**src/rtl/piso_serializer.sv**
```systemverilog
// Parallel-in/serial-out shift register with a valid/ready load handshake,
// shift-enable bit-rate control, selectable bit order and frame status outputs.
module piso_serializer #(
  parameter int   WIDTH      = 8,
  parameter bit   LSB_FIRST  = 1'b0,
  parameter logic IDLE_LEVEL = 1'b0
) (
  input  logic                     clk,
  input  logic                     rst_n,
  input  logic                     load_valid,
  output logic                     load_ready,
  input  logic [WIDTH-1:0]         parallel_in,
  input  logic                     shift_en,
  output logic                     serial_out,
  output logic                     busy,
  output logic [$clog2(WIDTH)-1:0] bit_idx,
  output logic                     done
);

  localparam int IDX_W = $clog2(WIDTH);
  localparam logic [IDX_W-1:0] LAST_IDX = IDX_W'(WIDTH - 1);

  // Handshake: a frame transfers on a rising edge where load_valid && load_ready;
  // the source holds parallel_in and load_valid stable until that edge.
  typedef enum logic {
    ST_IDLE  = 1'b0,
    ST_SHIFT = 1'b1
  } state_e;

  state_e             state_q, state_d;
  logic [WIDTH-1:0]   shreg_q, shreg_d;
  logic [IDX_W-1:0]   bit_idx_q, bit_idx_d;
  logic               done_q, done_d;
  logic               last;
  logic               out_bit;

  always_ff @(posedge clk or negedge rst_n) begin
    if (!rst_n) begin
      state_q   <= ST_IDLE;
      shreg_q   <= '0;
      bit_idx_q <= '0;
      done_q    <= 1'b0;
    end else begin
      state_q   <= state_d;
      shreg_q   <= shreg_d;
      bit_idx_q <= bit_idx_d;
      done_q    <= done_d;
    end
  end

  // The last bit is consumed on this edge; the next frame may load in the same cycle.
  assign last = (state_q == ST_SHIFT) && (bit_idx_q == LAST_IDX) && shift_en;

  always_comb begin
    state_d   = state_q;
    shreg_d   = shreg_q;
    bit_idx_d = bit_idx_q;
    done_d    = 1'b0;
    case (state_q)
      ST_IDLE: begin
        if (load_valid) begin
          shreg_d   = parallel_in;
          bit_idx_d = '0;
          state_d   = ST_SHIFT;
        end
      end
      ST_SHIFT: begin
        if (last) begin
          done_d = 1'b1;
          if (load_valid) begin
            shreg_d   = parallel_in;
            bit_idx_d = '0;
          end else begin
            state_d = ST_IDLE;
          end
        end else if (shift_en) begin
          shreg_d   = LSB_FIRST ? (shreg_q >> 1) : (shreg_q << 1);
          bit_idx_d = bit_idx_q + IDX_W'(1);
        end
      end
      default: state_d = ST_IDLE;
    endcase
  end

  assign out_bit    = LSB_FIRST ? shreg_q[0] : shreg_q[WIDTH-1];
  assign busy       = (state_q == ST_SHIFT);
  assign serial_out = busy ? out_bit : IDLE_LEVEL;
  assign load_ready = (state_q == ST_IDLE) || last;
  assign bit_idx    = bit_idx_q;
  assign done       = done_q;

endmodule

```
**config.mk**
```make
export PLATFORM = sky130hd
export DESIGN_NAME = piso_serializer
export DESIGN_NICKNAME = d
export VERILOG_FILES = /design/src/rtl/piso_serializer.sv
export SDC_FILE = /design/constraint.sdc
export NUM_CORES = 1
export LEC_CHECK = 0
export CAP_MARGIN = 25
export CORE_UTILIZATION = 50
export CTS_BUF_LIST = sky130_fd_sc_hd__clkbuf_8
export CTS_CLUSTER_SIZE = 25
export DETAILED_ROUTE_END_ITERATION = 8
export MAX_ROUTING_LAYER = met4
export PLACE_DENSITY = 0.82
export SETUP_SLACK_MARGIN = 0.4
export SKIP_LAST_GASP = 1
export SLEW_MARGIN = 20
export SYNTH_ARGS = -nofsm -noshare
export SYNTH_HDL_FRONTEND = slang
export SYNTH_SLANG_ARGS = --single-unit
```
**constraint.sdc**
```tcl
create_clock -name clk -period 3.33 [get_ports clk]
set_input_delay 0.4995 -clock clk [delete_from_list [all_inputs] [get_ports clk]]
set_output_delay 0.4995 -clock clk [all_outputs]
set_load 0.05 [all_outputs]
```
### Word level (Yosys, flattened, before mapping)

Index checks and enable logic that the tools add are counted.

* bits in registers: 13
* input bits: 12
* output and inout port bits: 7
* logic and storage cells: 25

* add/subtract/negate cells: 1
* equal/unequal tests: 2
* mux-type cells: 14
* bitwise operators: 1
* reductions and logical operators: 3

Operators with widths (count)
* $mux 8: 3
* $pmux 8 s2: 1
* $mux 3: 3
* $pmux 3 s2: 1
* $mux 1: 5
* $add 3x1->3 const B: 1
* $eq 3x3->1 const B: 1
* $ne 3x2->1 const B: 1
* $logic_and 1x1->1: 2
* $pmux 1 s2: 1
* $logic_or 1x1->1: 1
* $not 1->1: 1

### Longest topological paths before layout

Gate-level depths: netlist of run 1.

* depth after elaboration: 5
* depth in mapped cells: 6
* gate-level depth less buffers: 5

### Worst setup path before layout of run 1

Ideal clock, no wire load.

* kind: register -> output
* from: register bit_idx_q[1], in the netlist bit_idx[1]
* to: output port load_ready
* arrival time: 2.454 ns
* slack: 0.377 ns
* stages on the path, launching flop included: 6
* path buffers: 1
* cell sequence: dfrtp_1 > ha_1 > ha_1 > buf_2 > inv_1 > o21ai_0

* word-level cells in the longest chain between the ends: 4

RTL lines
* start, declared: RTL line 32 `logic [IDX_W-1:0] bit_idx_q, bit_idx_d;`
* start signal, assigned: RTL line 46 `bit_idx_q <= bit_idx_d;`
* $eq 3x3->1: RTL line 52 `assign last = (state_q == ST_SHIFT) && (bit_idx_q == LAST_IDX) && shift_en;`
* $logic_and 1x1->1 (2 in a row): RTL line 52
* $logic_or 1x1->1: RTL line 88 `assign load_ready = (state_q == ST_IDLE) || last;`
* end, declared: RTL line 11 `output logic load_ready,`

Every way passes these cells.

### Worst setup path after layout of run 1

* from: register bit_idx_q[0], in the netlist bit_idx[0]
* to: output port load_ready

Same word-level chain as after synthesis.

==> metrics, run 1 <==
Cell Area, Synth=about 830 um^2; Yosys top cell by area=dfrtp_1; max cap viols=0; GRT overflow=0; Post-CTS Hold Fix Bufs=0; Routed WL=between 1500 and 2000 um; RD Place Congestion=0.766; # port buffers=18; Post-synth EDFFs=0; Clock power frac=0.175; Clock Skew=1.97 ps; initial antenna violation count=0; register area share after synthesis=0.393; Syn Nets=100; Worst VDD drop=roughly 0.00044 V; Sw Ratio=0.399; Worst Path Required=around 2800 ps; crit start category=register; Slew HR=0.516; CP max stage delay=440 ps; syn avg cell area=9.63 um^2; R2R cell count=5; Int Power=about 460 uW; io pins=19; RSZ-0062 raised after global routing=false; die area=0.00182 mm^2; crit path DAT=approximately 2000 ps; total negative slack=0 ps; Via Count=680; FFs w/ async S/R, synth=1.00; Synth cell types=20; buffer count from post-CTS setup fixing=0; period utilisation layout=0.750; Setup crit end=load_ready; htree depth=1; Total GRT Usage=0.215; Worst-Skew Late Latency=about 240 ps; run status=complete, no violations; first-pass GRT wire length=roughly 2900 um; area share of the largest cell type after synthesis=0.393; layout overhead on the synthesized area=25.7%; Wirelength per Cell=14.4 um; number of buffers created by CTS=3; Pwr Total=766 uW; CTS max path bufs=2; Most common cell on crit path=ha_1; most common cell in the netlist=dfrtp_1; DRC=0; LEAKAGE=0.472 nW; Crit. End Element=output pin; CP Cell Sequence=ha_1, ha_1, inv_1, o21ai_1, dlymetal6s2s_1; layout cell share with drive strength beyond 1=0.136; Synth Warn #=0; area of the core=0.00152 mm^2; R2R Setup Slk=between 1500 and 2000 ps; Crit. Startpoint=bit_idx[0]; Detail Route Antenna Nets=0; post-synthesis register bit count=13; top post-synthesis cells by count=dfrtp_1, inv_1, nor2_1, mux2_2, o21ai_0; Final Slew Violations=0; power per cell area=736 mW/mm^2; Worst R2R Start=bit_idx[0]; Root Driver=clkbuf_8; Comb pwr share=0.478; Gates resized, CTS repair=0; Slew @ Worst Pin=approximately 720 ps; vias in the first global route=approximately 700; CTS tree=done; Worst Hold Class=reg2reg; TritonRoute pass-1 iters=4; critical path class=reg2out; sequential power share=0.347; clock sink count=13; most common flop cell mapped by yosys=dfrtp_1; Synth area leaders=dfrtp_1, mux2_2, a221oi_1; Reg clk slew, reported paths=roughly 50 ps; Final Critical Period=about 2500 ps; DP Wirelength=about 1200 um; Avg Vias per Cell=5.71; fin nets=approximately 120; FMAX=0.401 GHz; pin count of the biggest net entering global routing=20; FP Rows=14; crit path max fanout=12; Fin. Hold Viols=0; # fillers=~130; Crit Reg-Reg Endpoint=shreg_q[5]; DRT iter0 DRCs=17; CP max-delay cell=dlymetal6s2s_1; Die Width=between 40 and 50 um; Post-Syn Instances=86; Psw=roughly 300 uW; Die Ht=around 43 um; Initial Util=0.544; final antenna diode count=0; final setup vio count=0
-- state kept, by name, indices dropped and copies added, names as in the netlist --
| register | cells |
|---|---|
| bit_idx | 3 |
| busy | 1 |
| done | 1 |
| shreg_q | 8 |
-- critical path, delay by kind of cell (launching register included) --
kind	cells	cell delay, ps
AOI/OAI and AO/OA	1	210
adders and majority gates	2	550
buffers and inverters	2	590
DFF	1	390
-- cell families after synthesis --
family | synth area share
mux | 0.109
compound gates | 0.218
simple gates | 0.154
buf+inv | 0.0967
flops | 0.393
fa+ha+maj | 0.0302
-- power groups by stage --
stage                     Clock [mW]  Sequential [mW]  Combinational [mW]
after CTS                      0.138            0.266               0.369
after global routing           0.148            0.275               0.398
after floorplan                    0            0.315               0.214
after detailed placement           0            0.269               0.367
final                          0.134            0.266               0.366
after global placement             0            0.264               0.358
-- cell usage in the layout (no fill, tap or decap), types with 2 or more instances in the layout --
master	synthesis	layout
nor2_1	9	9
dfrtp_1	13	13
nand3b_1	6	6
clkbuf_8	0	3
o21ai_0	7	6
nand2b_1	4	4
clkdlybuf4s50_1	0	17
a221oi_1	6	6
ha_1	2	2
a21oi_1	3	3
a22o_1	5	5
mux2_2	8	8
inv_1	10	11
-- worst min path at each step --
stage / start / endpoint / slack [ps] / depth (start not counted)
after floorplan: rst_n / bit_idx[0] / 200 / 0
after global placement: shreg_q[6] / shreg_q[6] / 530 / 2
after detailed placement: shreg_q[3] / shreg_q[3] / 540 / 2
after CTS: shreg_q[3] / shreg_q[3] / 550 / 2
after global routing: shreg_q[6] / shreg_q[6] / 580 / 2
final: shreg_q[3] / shreg_q[3] / 540 / 2
-- per-layer routing --
| metal | GRT usage | wire (um) | vias to the layer above |
|---|---|---|---|
| li1 | - | - | 343 |
| met1 | 0.270 | 812 | 310 |
| met2 | 0.352 | 794 | 25 |
| met3 | 0.0468 | 100 | 2 |
| met4 | 0.0563 | 8 | 0 |
| met5 | - | 0 | - |
-- through the flow --
stage               hold slack [ps]  worst slack (ps)  std cells   util  cell area (um^2)
floorplan                       204               777         86      -               828
global placement                529               751        115  0.652               993
detailed placement              545               708        115  0.652               993
CTS                             552               441        119  0.681              1040
global route                    582               708        119  0.683              1040
finish                          544               833        119  0.683              1040
-- cell type report --
| type | count | area, um^2 | area share |
|---|---|---|---|
| Multi-Input combinational cell | 57 | 423 | 0.406 |
| Sequential cell | 13 | 325 | 0.312 |
| Timing Repair Buffer | 19 | 190 | 0.183 |
| Clock buffer | 3 | 41.3 | 0.0397 |
| Inverter | 10 | 37.5 | 0.0361 |
| Tap cell | 16 | 20.0 | 0.0192 |
| Clock inverter | 1 | 3.75 | 0.00361 |
(Power assumes the default switching activity.)
==> inputs of run 2 (changes only) <==
- clock period: 3.33 -> 2.35 ns (I/O delays scaled with it)
==> metrics, run 2 (synthesis gave the netlist of run 1 again) <==
run status=complete, no violations; Fin. Hold Viols=0 (unchanged); crit path DAT=1530 ps (-470 ps); CTS tree=done; Total GRT Usage=0.227 (+0.0119); io pins=19 (unchanged); fin nets=120 (+1.7%); Post-DP Area=0.00103 mm^2 (+3.9%); metal2 WL=911 um (+15%); Largest Register=shreg_q; vias in the first global route=766 (+9.0%); CP max-delay cell=clkdlybuf4s50_1; Final Util=0.715 (+0.0320); Clock Skew=1.81 ps (-0.168 ps); Routed WL=1770 um (+3.3%); final setup margin=464 ps (-369 ps); CP max stage delay=790 ps (+350 ps); Sw Ratio=0.398 (-0.000775); htree depth=1 (unchanged); DRC=0 (unchanged); most common cell after layout, fill and taps aside=clkdlybuf4s50_1; Worst Hold Class=in2async; initial antenna violation count=0 (unchanged); Psw=449 uW (+47%); most frequent cells in the layout=clkdlybuf4s50_1, inv_1, dfrtp_1; die area=0.00182 mm^2 (unchanged); worst slack, placed=548 ps (-160 ps); clock sink count=13 (unchanged); critical path class=reg2out; Avg Vias per Cell=5.88 (+2.8%); final setup vio count=0 (unchanged); Design Area, Final=0.00109 mm^2 (+4.7%); max cap viols=0 (unchanged); Clock power frac=0.170 (-0.005); Int Power=680 uW (+48%); TritonRoute pass-1 iters=4 (unchanged); sequential power share=0.334 (-0.013); DP Wirelength=1290 um (+11%); DRT iter0 DRCs=12 (-5); Comb pwr share=0.497 (+0.019); GRT overflow=0 (unchanged); Post-CTS Hold Fix Bufs=0 (unchanged); RSZ-0062 raised after global routing=false; final antenna diode count=0 (unchanged); WHS=504 ps (-39.7 ps); Final Critical Period=approximately 1900 ps; Root Driver=clkbuf_8; Die Ht=42.7 um (unchanged); # port buffers=18 (unchanged); placed cells=117 (+1.7%); Die Width=42.7 um (unchanged); wire length on met1=811 um (-0.12%); layout overhead on the synthesized area=31.6%; first-pass GRT wire length=3100 um (+6.7%); pin count of the biggest net entering global routing=20 (unchanged); crit start category=register; FP Rows=14 (unchanged); number of buffers created by CTS=3 (unchanged); FMAX=0.530 GHz; WL met3=35 um (-65%); Top Metal Used=met4; Worst-Skew Late Latency=240 ps (about the same); Crit. End Element=output pin; area of the core=0.00152 mm^2 (unchanged); LEAKAGE=0.467 nW (-0.95%); number of flip-flops in the largest register=8 (unchanged); CP Cell Sequence=and2_1, clkdlybuf4s50_1; power per cell area=1040 mW/mm^2 (+41%); Slew HR=0.583 (+0.0675); Cell Count, Final, Fillers Out=121 (+1.7%); Slew @ Worst Pin=623 ps (-101 ps); RD Place Congestion=0.749 (-2.2%); Worst Path Required=2000 ps (-830 ps); # fillers=117 (-11%); Detail Route Antenna Nets=0 (unchanged); Reg clk slew, reported paths=60 ps (about the same); total negative slack=0 ps (unchanged); period utilisation layout=0.802; CTS max path bufs=2 (unchanged); Via Count=711 (+4.6%); Final Slew Violations=0 (unchanged); layout cell share with drive strength beyond 1=0.200 (+0.0641); Wirelength per Cell=14.6 um (+1.6%); Initial Util=0.544 (unchanged); Pwr Total=1.13 mW (+47%); crit path max fanout=3 (-9); Worst VDD drop=0.000587 V (+34%)
-- run 2: cell types whose count changed in the layout (fill, tap and decap cells not counted), sizes merged --
cell / before / now
buf: 1 / 4
dlymetal6s2s: 1 / 0
-- run 2: critical path: cells and delay by family (launching register included) --
| family | cells | cell delay (ps) |
|---|---|---|
| and+or+nand+nor | 1 | 130 |
| buffers and inverters | 1 | 790 |
| DFF | 1 | 370 |
-- run 2: layout make-up --
cell class	count	area (um^2)	share of cell area
Timing Repair Buffer	21	213	0.195
Clock inverter	1	3.75	0.00344
Inverter	10	37.5	0.0344
Multi-Input combinational cell	57	447	0.410
Sequential cell	13	328	0.301
Tap cell	16	20.0	0.0184
Clock buffer	3	41.3	0.0379
-- run 2: worst paths after layout --
check | start | endpoint | slack (ps) | cells after the start
worst max-delay path | shreg_q[7] | serial_out | 460 | 2
worst min register to register | shreg_q[4] | shreg_q[4] | 550 | 2
max in group asynchronous | rst_n | bit_idx[1] | 1400 | 1
worst max register to register | bit_idx[0] | shreg_q[2] | 720 | 5
worst min-delay path | rst_n | shreg_q[6] | 500 | 1
min in group clk | shreg_q[4] | shreg_q[4] | 550 | 2
-- run 2: routing by layer --
| metal | vias up | global-route usage |
|---|---|---|
| met3 | 2 | 0.0213 |
| met2 | 9 | 0.391 |
| met5 | - | - |
| met4 | 0 | 0.100 |
| li1 | 348 | - |
| met1 | 352 | 0.268 |
-- run 2: repair_timing --
item / in CTS / in global routing
buffers inserted: 0 / 0
endpoints found under the setup margin: 1 / 1
resized for setup: 1 / 1
-- run 2: power by group through the flow --
stage	registers [mW]	logic, mW	clock network (mW)
4_1_cts	0.373	0.553	0.196
2_1_floorplan	0.449	0.310	0
6_report	0.377	0.561	0.192
3_5_place_dp	0.377	0.547	0
3_3_place_gp	0.370	0.532	0
5_1_grt	0.389	0.608	0.204
==> inputs of run 3 (changes only) <==
- CORE_UTILIZATION: 50 -> 46
- PLACE_DENSITY: 0.82 -> 0.79
- clock period: 2.35 -> 1.67 ns (I/O delays scaled with it)
==> metrics, run 3 (synthesis gave the netlist of run 1 again) <==
layout cell share with drive strength beyond 1=0.504 (+0.304); most frequent cells in the layout=buf_4, clkdlybuf4s50_1, inv_1, nor2_1, dfrtp_1; R2R cell count=7 (+2); DP Wirelength=1310 um (+2.2%); first-pass GRT wire length=3570 um (+15%); vias in the first global route=765 (-0.13%); final antenna diode count=0 (unchanged); pin count of the biggest net entering global routing=20 (unchanged); Die Width=44.4 um (+4.1%); crit-path leading delay family=flip-flops; DRC=0 (unchanged); Via Count=775 (+9.0%); crit path DAT=1310 ps (-220 ps); total negative slack=0 ps (unchanged); Crit Reg-Reg Endpoint=shreg_q[3]; Slew HR=0.600 (+0.0164); FMAX=approximately 0.64 GHz; period utilisation layout=0.932; Avg Vias per Cell=5.58 (-5.1%); die area=0.00197 mm^2 (+8.3%); most common cell after layout, fill and taps aside=buf_4; max cap viols=0 (unchanged); Design Area, Final=0.00131 mm^2 (+20%); htree depth=1 (unchanged); RSZ-0062 raised after global routing=true; Fin. Hold Viols=0 (unchanged); number of buffers created by CTS=3 (unchanged); Worst Path Required=1420 ps (-580 ps); Wirelength per Cell=16.0 um (+9.3%); Slew @ Worst Pin=598 ps (-24.5 ps); Worst R2R Start=bit_idx[0]; CP Cell Sequence=ha_4, ha_4, inv_4, o21ai_4, buf_12; critical path class=reg2out; Worst Hold Class=in2async; LEAKAGE=0.567 nW (+21%); CTS max path bufs=2 (unchanged); Final Critical Period=between 1500 and 2000 ps; Post-CTS Hold Fix Bufs=0 (unchanged); io pins=19 (unchanged); initial antenna violation count=0 (unchanged); Die Ht=44.4 um (+4.1%); Initial Util=0.520 (-0.0239); Post-DP Area=0.00109 mm^2 (+5.6%); run status=complete, no violations; DRT iter0 DRCs=12 (unchanged); # port buffers=18 (unchanged); Crit. End Element=output pin; CP max stage delay=390 ps (-400 ps); GRT overflow=0 (unchanged); TritonRoute pass-1 iters=4 (unchanged); Detail Route Antenna Nets=0 (unchanged); Worst VDD drop=0.00131 V (+120%); Most common cell on crit path=ha_4; Buf+Inv Stages, Crit Path=2 (+1); area of the core=0.00159 mm^2 (+4.6%); Total GRT Usage=0.266 (+0.0388); clock sink count=13 (unchanged); Largest Register=shreg_q; crit path max fanout=4 (+1); Clock Skew=1.29 ps (-0.515 ps); RD Place Congestion=0.794 (+6.1%); CP max-delay cell=dfrtp_2; CTS tree=done; final setup vio count=0 (unchanged); FP Rows=14 (unchanged); R2R Setup Slk=180 ps (-540 ps); number of flip-flops in the largest register=8 (unchanged); fin nets=130 (+8.3%); Worst-Skew Late Latency=240 ps (about the same); Routed WL=2220 um (+26%); Reg clk slew, reported paths=60 ps (about the same); power per cell area=1460 mW/mm^2 (+41%); crit start category=register; worst slack, placed=103 ps (-445 ps); Final Slew Violations=0 (unchanged); layout overhead on the synthesized area=58.2%; Root Driver=clkbuf_8; final setup margin=114 ps (-351 ps)
[run 3: changes by cell type in the layout (fill, tap and decap cells not counted), moves of 2 or more]
cell             delta
buf_12              +3
clkdlybuf4s50_1     -6
a221oi_2            +6
dfrtp_1             -2
a21oi_2             +2
o21ai_2             +4
a21oi_1             -2
a221oi_1            -6
o21ai_0             -6
buf_4              +12
inv_1               -2
[run 3: final cells by class]
cell class / instances / area (um^2)
Clock buffer: 3 / 41.3
Clock inverter: 1 / 3.75
Fill cell: 86 / 284
Inverter: 10 / 40.0
Multi-Input combinational cell: 57 / 548
Sequential cell: 13 / 333
Tap cell: 24 / 30.0
Timing Repair Buffer: 31 / 314
[run 3: how the worst max path moves through the flow]
stage | start | end | cells past startpoint
2_1_floorplan | bit_idx[1] | load_ready | 5
3_3_place_gp | load_valid | shreg_q[1] | 5
3_5_place_dp | load_valid | shreg_q[4] | 5
4_1_cts | bit_idx[0] | load_ready | 5
5_1_grt | bit_idx[0] | load_ready | 5
6_report | bit_idx[0] | load_ready | 5
[run 3: timing repair]
action / CTS / global route
setup buffers: 11 / 0
resized for setup: 16 / 11
setup endpoints to repair: 14 / 14
pin swaps: 6 / 1
[run 3: per-layer routing]
layer	track usage	vias up	share of wire
met2	0.415	19	0.52
li1	-	367	-
met1	0.340	385	0.44
met5	-	-	0
met3	0.0735	4	0.031
met4	0.0727	0	0.0085
[run 3: where the power goes]
group / leakage [nW] / switching, mW / total (mW) / internal [mW]
logic: 0.396 / 0.532 / 1.07 / 0.542
registers: 0.144 / 0.123 / 0.561 / 0.438
clock network: 0.0269 / 0.117 / 0.279 / 0.163
[run 3: stage by stage]
step	total power, mW	hold slack [ps]	util	std cells
after global routing	2.02	435	0.822	139
after CTS	1.81	394	0.793	139
after detailed placement	1.40	548	0.684	124
final	1.91	383	0.822	139
after floorplan	1.14	-45.1	-	86
after global placement	1.37	534	0.684	124
